===== src/rtl/fifo_sync_ctrl_pkg.sv =====
// Shared defaults and helpers for the synchronous FIFO controller.
package fifo_sync_ctrl_pkg;

    // Default memory address width.
    localparam int unsigned DefAw = 4;

    // Default almost-empty level.
    localparam int unsigned DefAeLvl = 2;

    // Number of entries for a given address width.
    function automatic int unsigned fifo_depth(input int unsigned aw);
        return 32'd1 << aw;
    endfunction

    // Default almost-full level: two below full.
    function automatic int unsigned fifo_def_af_lvl(input int unsigned aw);
        return fifo_depth(aw) - 2;
    endfunction

endpackage


===== src/rtl/fifo_ptr.sv =====
// Wrapping AW+1-bit FIFO pointer; the MSB is the wrap bit.
module fifo_ptr #(
    parameter int unsigned AW = 4
) (
    input  logic          clk_i,
    input  logic          rst_ni,
    input  logic          clr_i,
    input  logic          inc_i,
    output logic [AW-1:0] addr_o,
    output logic [AW:0]   ptr_nxt_o
);

    logic [AW:0] ptr_q;
    logic [AW:0] ptr_d;

    // Next pointer: clear wins over increment; wraps modulo 2^(AW+1).
    always_comb begin
        ptr_d = ptr_q;
        if (clr_i) begin
            ptr_d = '0;
        end else if (inc_i) begin
            ptr_d = ptr_q + {{AW{1'b0}}, 1'b1};
        end
    end

    // Pointer register with synchronous active-low reset.
    always_ff @(posedge clk_i) begin
        if (!rst_ni) begin
            ptr_q <= '0;
        end else begin
            ptr_q <= ptr_d;
        end
    end

    assign addr_o    = ptr_q[AW-1:0];
    assign ptr_nxt_o = ptr_d;

endmodule


===== src/rtl/fifo_sync_ctrl.sv =====
// Single-clock FIFO controller driving a dual-port memory with FWFT reads.
module fifo_sync_ctrl
    import fifo_sync_ctrl_pkg::*;
#(
    parameter int unsigned AW     = DefAw,
    parameter int unsigned AF_LVL = fifo_def_af_lvl(AW),
    parameter int unsigned AE_LVL = DefAeLvl
) (
    input  logic          I_CLK,
    input  logic          I_RST_N,
    input  logic          I_CLR,
    input  logic          I_WR_EN,
    input  logic          I_RD_EN,
    output logic          O_MEM_WR_EN,
    output logic [AW-1:0] O_MEM_WR_ADDR,
    output logic [AW-1:0] O_MEM_RD_ADDR,
    output logic          O_FULL,
    output logic          O_EMPTY,
    output logic          O_AFULL,
    output logic          O_AEMPTY,
    output logic [AW:0]   O_COUNT,
    output logic          O_OVF,
    output logic          O_UDF
);

    localparam int unsigned Depth = fifo_depth(AW);
    localparam logic [AW:0] DepthC = (AW+1)'(Depth);
    localparam logic [AW:0] AfLvlC = (AW+1)'(AF_LVL);
    localparam logic [AW:0] AeLvlC = (AW+1)'(AE_LVL);

    // Reject threshold levels that would make a flag constant or meaningless.
    if (AF_LVL < 1 || AF_LVL > Depth) begin : g_bad_af_lvl
        $error("fifo_sync_ctrl: AF_LVL out of range 1..DEPTH");
    end
    if (AE_LVL > Depth - 1) begin : g_bad_ae_lvl
        $error("fifo_sync_ctrl: AE_LVL out of range 0..DEPTH-1");
    end

    logic          wr_ok;
    logic          rd_ok;
    logic [AW:0]   wr_ptr_nxt;
    logic [AW:0]   rd_ptr_nxt;
    logic [AW:0]   count_q, count_d;
    logic          full_q, full_d;
    logic          empty_q, empty_d;
    logic          afull_q, afull_d;
    logic          aempty_q, aempty_d;
    logic          ovf_q, ovf_d;
    logic          udf_q, udf_d;

    fifo_ptr #(
        .AW (AW)
    ) u_wr_ptr (
        .clk_i     (I_CLK),
        .rst_ni    (I_RST_N),
        .clr_i     (I_CLR),
        .inc_i     (wr_ok),
        .addr_o    (O_MEM_WR_ADDR),
        .ptr_nxt_o (wr_ptr_nxt)
    );

    fifo_ptr #(
        .AW (AW)
    ) u_rd_ptr (
        .clk_i     (I_CLK),
        .rst_ni    (I_RST_N),
        .clr_i     (I_CLR),
        .inc_i     (rd_ok),
        .addr_o    (O_MEM_RD_ADDR),
        .ptr_nxt_o (rd_ptr_nxt)
    );

    // Accept decisions, next occupancy and next flag/error state.
    always_comb begin
        // Reset gating keeps the memory write enable low throughout reset.
        wr_ok = I_RST_N & I_WR_EN & ~full_q & ~I_CLR;
        rd_ok = I_RST_N & I_RD_EN & ~empty_q & ~I_CLR;

        // Pointer difference over AW+1 bits equals count + wr_ok - rd_ok.
        count_d  = wr_ptr_nxt - rd_ptr_nxt;
        full_d   = (count_d == DepthC);
        empty_d  = (count_d == '0);
        afull_d  = (count_d >= AfLvlC);
        aempty_d = (count_d <= AeLvlC);

        if (I_CLR) begin
            ovf_d = 1'b0;
            udf_d = 1'b0;
        end else begin
            ovf_d = ovf_q | (I_WR_EN & full_q);
            udf_d = udf_q | (I_RD_EN & empty_q);
        end
    end

    // Occupancy, flag and sticky error registers.
    always_ff @(posedge I_CLK) begin
        if (!I_RST_N) begin
            count_q  <= '0;
            full_q   <= 1'b0;
            empty_q  <= 1'b1;
            afull_q  <= 1'b0;
            aempty_q <= 1'b1;
            ovf_q    <= 1'b0;
            udf_q    <= 1'b0;
        end else begin
            count_q  <= count_d;
            full_q   <= full_d;
            empty_q  <= empty_d;
            afull_q  <= afull_d;
            aempty_q <= aempty_d;
            ovf_q    <= ovf_d;
            udf_q    <= udf_d;
        end
    end

    assign O_MEM_WR_EN = wr_ok;
    assign O_COUNT     = count_q;
    assign O_FULL      = full_q;
    assign O_EMPTY     = empty_q;
    assign O_AFULL     = afull_q;
    assign O_AEMPTY    = aempty_q;
    assign O_OVF       = ovf_q;
    assign O_UDF       = udf_q;

endmodule


===== config.mk =====
export PLATFORM = sky130hd
export DESIGN_NAME = fifo_sync_ctrl
export DESIGN_NICKNAME = d
export VERILOG_FILES = /design/src/rtl/fifo_sync_ctrl_pkg.sv /design/src/rtl/fifo_ptr.sv /design/src/rtl/fifo_sync_ctrl.sv
export SDC_FILE = /design/constraint.sdc
export NUM_CORES = 1
export LEC_CHECK = 0
export ABC_AREA = 1
export ABC_CLOCK_PERIOD_IN_PS = 2500
export BUFFER_PORTS_ARGS = -buffer_cell sky130_fd_sc_hd__buf_2
export CAP_MARGIN = 20
export CORE_ASPECT_RATIO = 1.4
export CORE_MARGIN = 1.5
export CORE_UTILIZATION = 32
export DETAILED_ROUTE_END_ITERATION = 8
export PLACE_DENSITY_LB_ADDON = 0.2
export RECOVER_POWER = 50
export SLEW_MARGIN = 20
export SYNTH_ARGS = -nofsm -noshare
export SYNTH_HDL_FRONTEND = slang
export SYNTH_SLANG_ARGS = --single-unit

===== constraint.sdc =====
create_clock -name I_CLK -period 2.5 [get_ports I_CLK]
set_clock_uncertainty 0.15 [all_clocks]
set_input_delay 0.25 -clock I_CLK [delete_from_list [all_inputs] [get_ports I_CLK]]
set_output_delay 0.25 -clock I_CLK [all_outputs]
set_load 0.02 [all_outputs]

Yosys cells after proc, flatten, opt, wreduce, memory -nomap -nowiden
Cells that the tools add are included.
{"block": "word_totals", "ff_bits": 21, "latchBits": 0, "mem_bits_rw": 0, "rom_bits": 0, "output_inout_bits": 20, "elab_cells": 35, "mem_count": 0}
{"block": "op_classes", "n_addsub": 3, "n_mul": 0, "div_mod_pow": 0, "magnitude_cmp": 2, "eq_ne": 1, "shift": 0, "n_mux": 4, "bitwise_logic": 14, "reduce_logical": 2}
{"op": "$mux 5", "n": 4}
{"op": "$add 5x1->5 const B", "n": 2}
{"op": "$and 1x1->1", "n": 8}
{"op": "$eq 5x5->1 const B", "n": 1}
{"op": "$ge 5x4->1 const B", "n": 1}
{"op": "$le 5x2->1 const B", "n": 1}
{"op": "$logic_not 5->1", "n": 1}
{"op": "$sub 5x5->5", "n": 1}
{"op": "$not 1->1", "n": 4}
{"op": "$or 1x1->1", "n": 2}
{"op": "$reduce_or 2->1", "n": 1}

Depth between registers and ports, before layout
{"block": "depth", "depth_word": 7, "ltp_mapped": 17}

Hierarchy
From an unflattened synthesis, not the netlist that was laid out.
{"block": "hier_totals", "cells_unflattened": 160, "hier_area_um2": 1142.3}
{"mod": "fifo_ptr", "n_inst": 2, "cells_per_inst": 43, "area_each_um2": 295.3, "seq_area_each_um2": 100.1}
{"mod": "fifo_sync_ctrl", "n_inst": 1, "cells_per_inst": 74, "area_each_um2": 551.8, "seq_area_each_um2": 220.2}

Worst setup path after synthesis
Ideal clock, no wire load.
{"block": "synth_timing", "path_kind": "flip-flop to flip-flop", "startpoint": "register full_q (netlist: O_FULL)", "endpoint": "register aempty_q (netlist: O_AEMPTY)", "arrival_ns": 2.177, "required_ns": 2.241, "path_slack_ns": 0.065, "stages_incl_launch_ff": 15, "path_buffers": 0, "period_less_slack_ns": 2.435, "cell_sequence": "dfxtp_1 inv_1 nand2_1 nor2_8 inv_2 o21ai_0 ha_1 inv_1 fa_1 a31oi_1 inv_1 nand3_2 nand3_2 nand2_1 inv_1"}
{"block": "synth_between", "elab_chain_cells": 7}
{"element": "from (decl)", "line_no": "fifo_sync_ctrl.sv:44", "text": "logic full_q, full_d;"}
{"element": "from (signal assigned)", "line_no": "fifo_sync_ctrl.sv:107", "text": "full_q <= full_d;"}
{"element": "$not 1->1", "line_no": "fifo_sync_ctrl.sv:76", "text": "wr_ok = I_RST_N & I_WR_EN & ~full_q & ~I_CLR;"}
{"element": "$and 1x1->1 (2 in a row)", "line_no": "fifo_sync_ctrl.sv:76"}
{"element": "net O_MEM_WR_EN", "line_no": "fifo_sync_ctrl.sv:14", "text": "output logic O_MEM_WR_EN,"}
{"element": "$mux 5", "line_no": "fifo_ptr.sv:21", "text": "end else if (inc_i) begin"}
{"element": "$mux 5", "line_no": "fifo_ptr.sv:19", "text": "if (clr_i) begin"}
{"element": "$sub 5x5->5", "line_no": "fifo_sync_ctrl.sv:80", "text": "count_d = wr_ptr_nxt - rd_ptr_nxt;"}
{"element": "$le 5x2->1", "line_no": "fifo_sync_ctrl.sv:84", "text": "aempty_d = (count_d <= AeLvlC);"}
{"element": "to (signal assigned)", "line_no": "fifo_sync_ctrl.sv:110", "text": "aempty_q <= aempty_d;"}
{"element": "to (decl)", "line_no": "fifo_sync_ctrl.sv:47", "text": "logic aempty_q, aempty_d;"}
The timed path passes the listed nets, and every way through them passes these cells.
A chain may end at the register's enable or synchronous reset.

Worst setup path in the final report
{"block": "layout_timing", "startpoint": "register empty_q (netlist: O_EMPTY)", "endpoint": "register aempty_q (netlist: O_AEMPTY)"}
{"block": "layout_between", "elab_chain_cells": 7}
{"element": "from (decl)", "line_no": "fifo_sync_ctrl.sv:45", "text": "logic empty_q, empty_d;"}
{"element": "from (signal assigned)", "line_no": "fifo_sync_ctrl.sv:108", "text": "empty_q <= empty_d;"}
{"element": "$not 1->1", "line_no": "fifo_sync_ctrl.sv:77", "text": "rd_ok = I_RST_N & I_RD_EN & ~empty_q & ~I_CLR;"}
{"element": "$and 1x1->1 (2 in a row)", "line_no": "fifo_sync_ctrl.sv:77"}
{"element": "$mux 5", "line_no": "fifo_ptr.sv:21"}
{"element": "$mux 5", "line_no": "fifo_ptr.sv:19"}
{"element": "net rd_ptr_nxt[0]", "line_no": "fifo_sync_ctrl.sv:42", "text": "logic [AW:0] rd_ptr_nxt;"}
{"element": "$sub 5x5->5", "line_no": "fifo_sync_ctrl.sv:80"}
{"element": "$le 5x2->1", "line_no": "fifo_sync_ctrl.sv:84"}
The timed path passes the listed nets, and every way through them passes these cells.

==> flow_summary.toml <==
[outcome]
outcome = "finished clean"

[yosys]
syn_inst = 170
ys.flop_type = "dfxtp_1"
ys_seq_area_share_pct = 34.2
synthArstFlopShare_pct = 0
synth_cell_type_count = 23
synth-seq-cells = 21
synth_nets = 182
synth-edff-count = 0
synth_area_sq_um = 1230
yosysWarningCount = 0
syn_avg_cell_area_sq_um = 7.23

[final_layout]
stdcell_count = 241
final_area_sq_um = 1480
nNetsFinal = 212
fillers = 384
final_common_cell = "nand2_1"
final_cell_mix = "40 x nand2_1, 26 x inv_1, 21 x nor2_1"
diodes = 0
syn2layout_area_growth_pct = 20.5
final_util_pct = 40.3
drive_above_1_share_pct = 24.6

[cts]
cts.sinks = 21
clk_pin_slew_ns = 0.08
cts_tree = "built"
root_buffer = "clkbuf_8"
cts_made_buffers = 3
worst_skew_pair.late_latency_ns = 0.26
ctsHtreeMaxLevel = 1
cts_hold_buf = 0
clk_path_buf_depth = 2

[grt]
track_usage_pct = 12.9
antenna_found_initial = 0
grt_remaining_overflow = 0
grt_pass1_vias = 1006
grt_pass1_wl_microns = 4400
grt_max_degree = 13

[timing]
min_period_ns = 2.33
fin_ws_ns = 0.167
tightestPinTransition_ns = 0.262
max_slew_margin_pct = 82.4
setup_viol = 0
drv_slew = 0
fin_crit_sh_pct = 93.3
max_freq_mhz = 429
holdWs_ns = 0.0877
tns_ns = 0
hold_viol_final = 0

[place]
portBuffers = 24
place_congestion = 0.767
place_area_sq_um = 1400
hpwl_microns = 2130
pre_cts_ws_ns = -0.0984
dpl.cell_count = 235

[power]
power.density_nw_per_um2 = 434
power.total_mw = 0.642
p_leak_nw = 0.724
ir_drop_v = 0.000337

[floorplan]
die_area_sq_um = 4230
core_area_sq_um = 3680
die_h_microns = 76.3
die_width_microns = 55.4
rows = 26
ios = 25
start_util_pct = 33.4

[worst_setup_path]
crit_type = "flop to flop"
end_kind = "flop"
cpMostUsedCell = "inv_1"
crit_path_start_kind = "flop"
arrival_ns = 2.35
critPathRequiredTime_ns = 2.52
cp_max_fo = 7
critPathMaxStageDelay_ns = 0.37
crit_family = "simple AND/OR/NAND/NOR gates"
crit_chain = "inv_1, nand2_2, nor2_8, inv_1, nand2_1, nand2_1, inv_1, ha_1, inv_1, fa_2, a31oi_2, inv_1, nand3_2, nand3_2, nand2_1, inv_1"
cp_num_buf_inv = 6
crit_slowest_cell = "fa_2"

[detailed_routing]
firstDrtPassIters = 4
drc_errors = 0
routed_wl_microns = 2690
initialDrtViolationCount = 21
wl_per_cell_microns = 11.2
antenna_left = 0
vias = 1087
routed_via_density = 4.51

[flow_run]
max-cap-violations = 0

[hold_path]
min_path_type = "primary input to flop"
routing by layer:
| metal | routed length [microns] | share of wire [%] | track usage [%] |
|---|---|---|---|
| met5 | 0 | 0 | 0 |
| met4 | 48 | 1.8 | 5.85 |
| met3 | 95 | 3.5 | 2.38 |
| met2 | 1410 | 53 | 23.2 |
| met1 | 1130 | 42 | 14.5 |
layout make-up:
| cell class | count | area (sq um) | share of cell area [%] |
|---|---|---|---|
| Multi-Input combinational cell | 112 | 674 | 45.6 |
| Sequential cell | 21 | 423 | 28.6 |
| Timing Repair Buffer | 35 | 183 | 12.3 |
| Inverter | 27 | 101 | 6.85 |
| Tap cell | 42 | 52.6 | 3.55 |
| Clock buffer | 3 | 41.3 | 2.79 |
| Clock inverter | 1 | 5.00 | 0.338 |
power by group:
| part | total [mW] | internal [mW] | switching, mW |
|---|---|---|---|
| Sequential | 0.344 | 0.341 | 0.00347 |
| Clock | 0.224 | 0.111 | 0.113 |
| Combinational | 0.0737 | 0.0260 | 0.0477 |
| Total | 0.642 | 0.478 | 0.164 |
path summary, 6_finish.rpt:
path | start | endpoint | slack, ns | cells after the start
max | O_EMPTY$_SDFF_PN1_ | O_AEMPTY$_SDFF_PN1_ | 0.17 | 16
min | I_RD_EN | O_UDF$_SDFF_PP0_ | 0.09 | 3
max reg2reg | O_EMPTY$_SDFF_PN1_ | O_AEMPTY$_SDFF_PN1_ | 0.17 | 16
min reg2reg | O_OVF$_SDFF_PP0_ | O_OVF$_SDFF_PP0_ | 0.33 | 2
cell usage after synthesis (2+ instances only):
cell type	count	area (sq um)
nand2_1	42	158
o211ai_1	2	15.0
ha_1	6	75.1
xor2_1	5	43.8
inv_1	26	97.6
dfxtp_1	21	420
nor2_8	2	40.0
o21ai_0	3	15.0
buf_4	8	60.1
nand3_2	5	50.1
nand3_1	10	50.1
a21oi_1	5	25.0
nor2_1	22	82.6
nand4_1	3	18.8
nand2_2	2	12.5
cells by family after synthesis:
group | synth area share [%]
AND/OR/NAND/NOR | 34.9
flip-flops | 34.2
buffers and inverters | 13.8
XOR/XNOR | 3.56
adder cells (fa/ha/maj) | 7.74
AO/OA/AOI/OAI | 5.70
repair_timing:
| item | in CTS | in global routing |
|---|---|---|
| gates resized for setup | 1 | 11 |
| setup buffers | 0 | 2 |
| gates cloned | 0 | 0 |
| setup endpoints to repair | 1 | 5 |
| pin swaps | 0 | 3 |
worst register-to-register path, stage by stage (launching register included):
cell and delay (ns):
dfxtp_1 0.33, inv_1 0.06, nand2_2 0.08, nor2_8 0.16, inv_1 0.09, nand2_1 0.06, nand2_1 0.06, inv_1 0.06
ha_1 0.15, inv_1 0.07, fa_2 0.37, a31oi_2 0.23, inv_1 0.07, nand3_2 0.08, nand3_2 0.10, nand2_1 0.08
inv_1 0.03
registers in the layout, summed over array words and instances (netlist names):
name,cells
O_AEMPTY,1
O_AFULL,1
O_COUNT,5
O_EMPTY,1
O_FULL,1
O_OVF,1
O_UDF,1
u_rd_ptr.ptr_q,5
u_wr_ptr.ptr_q,5
Note: power is estimated with default switching activity, not from simulation.
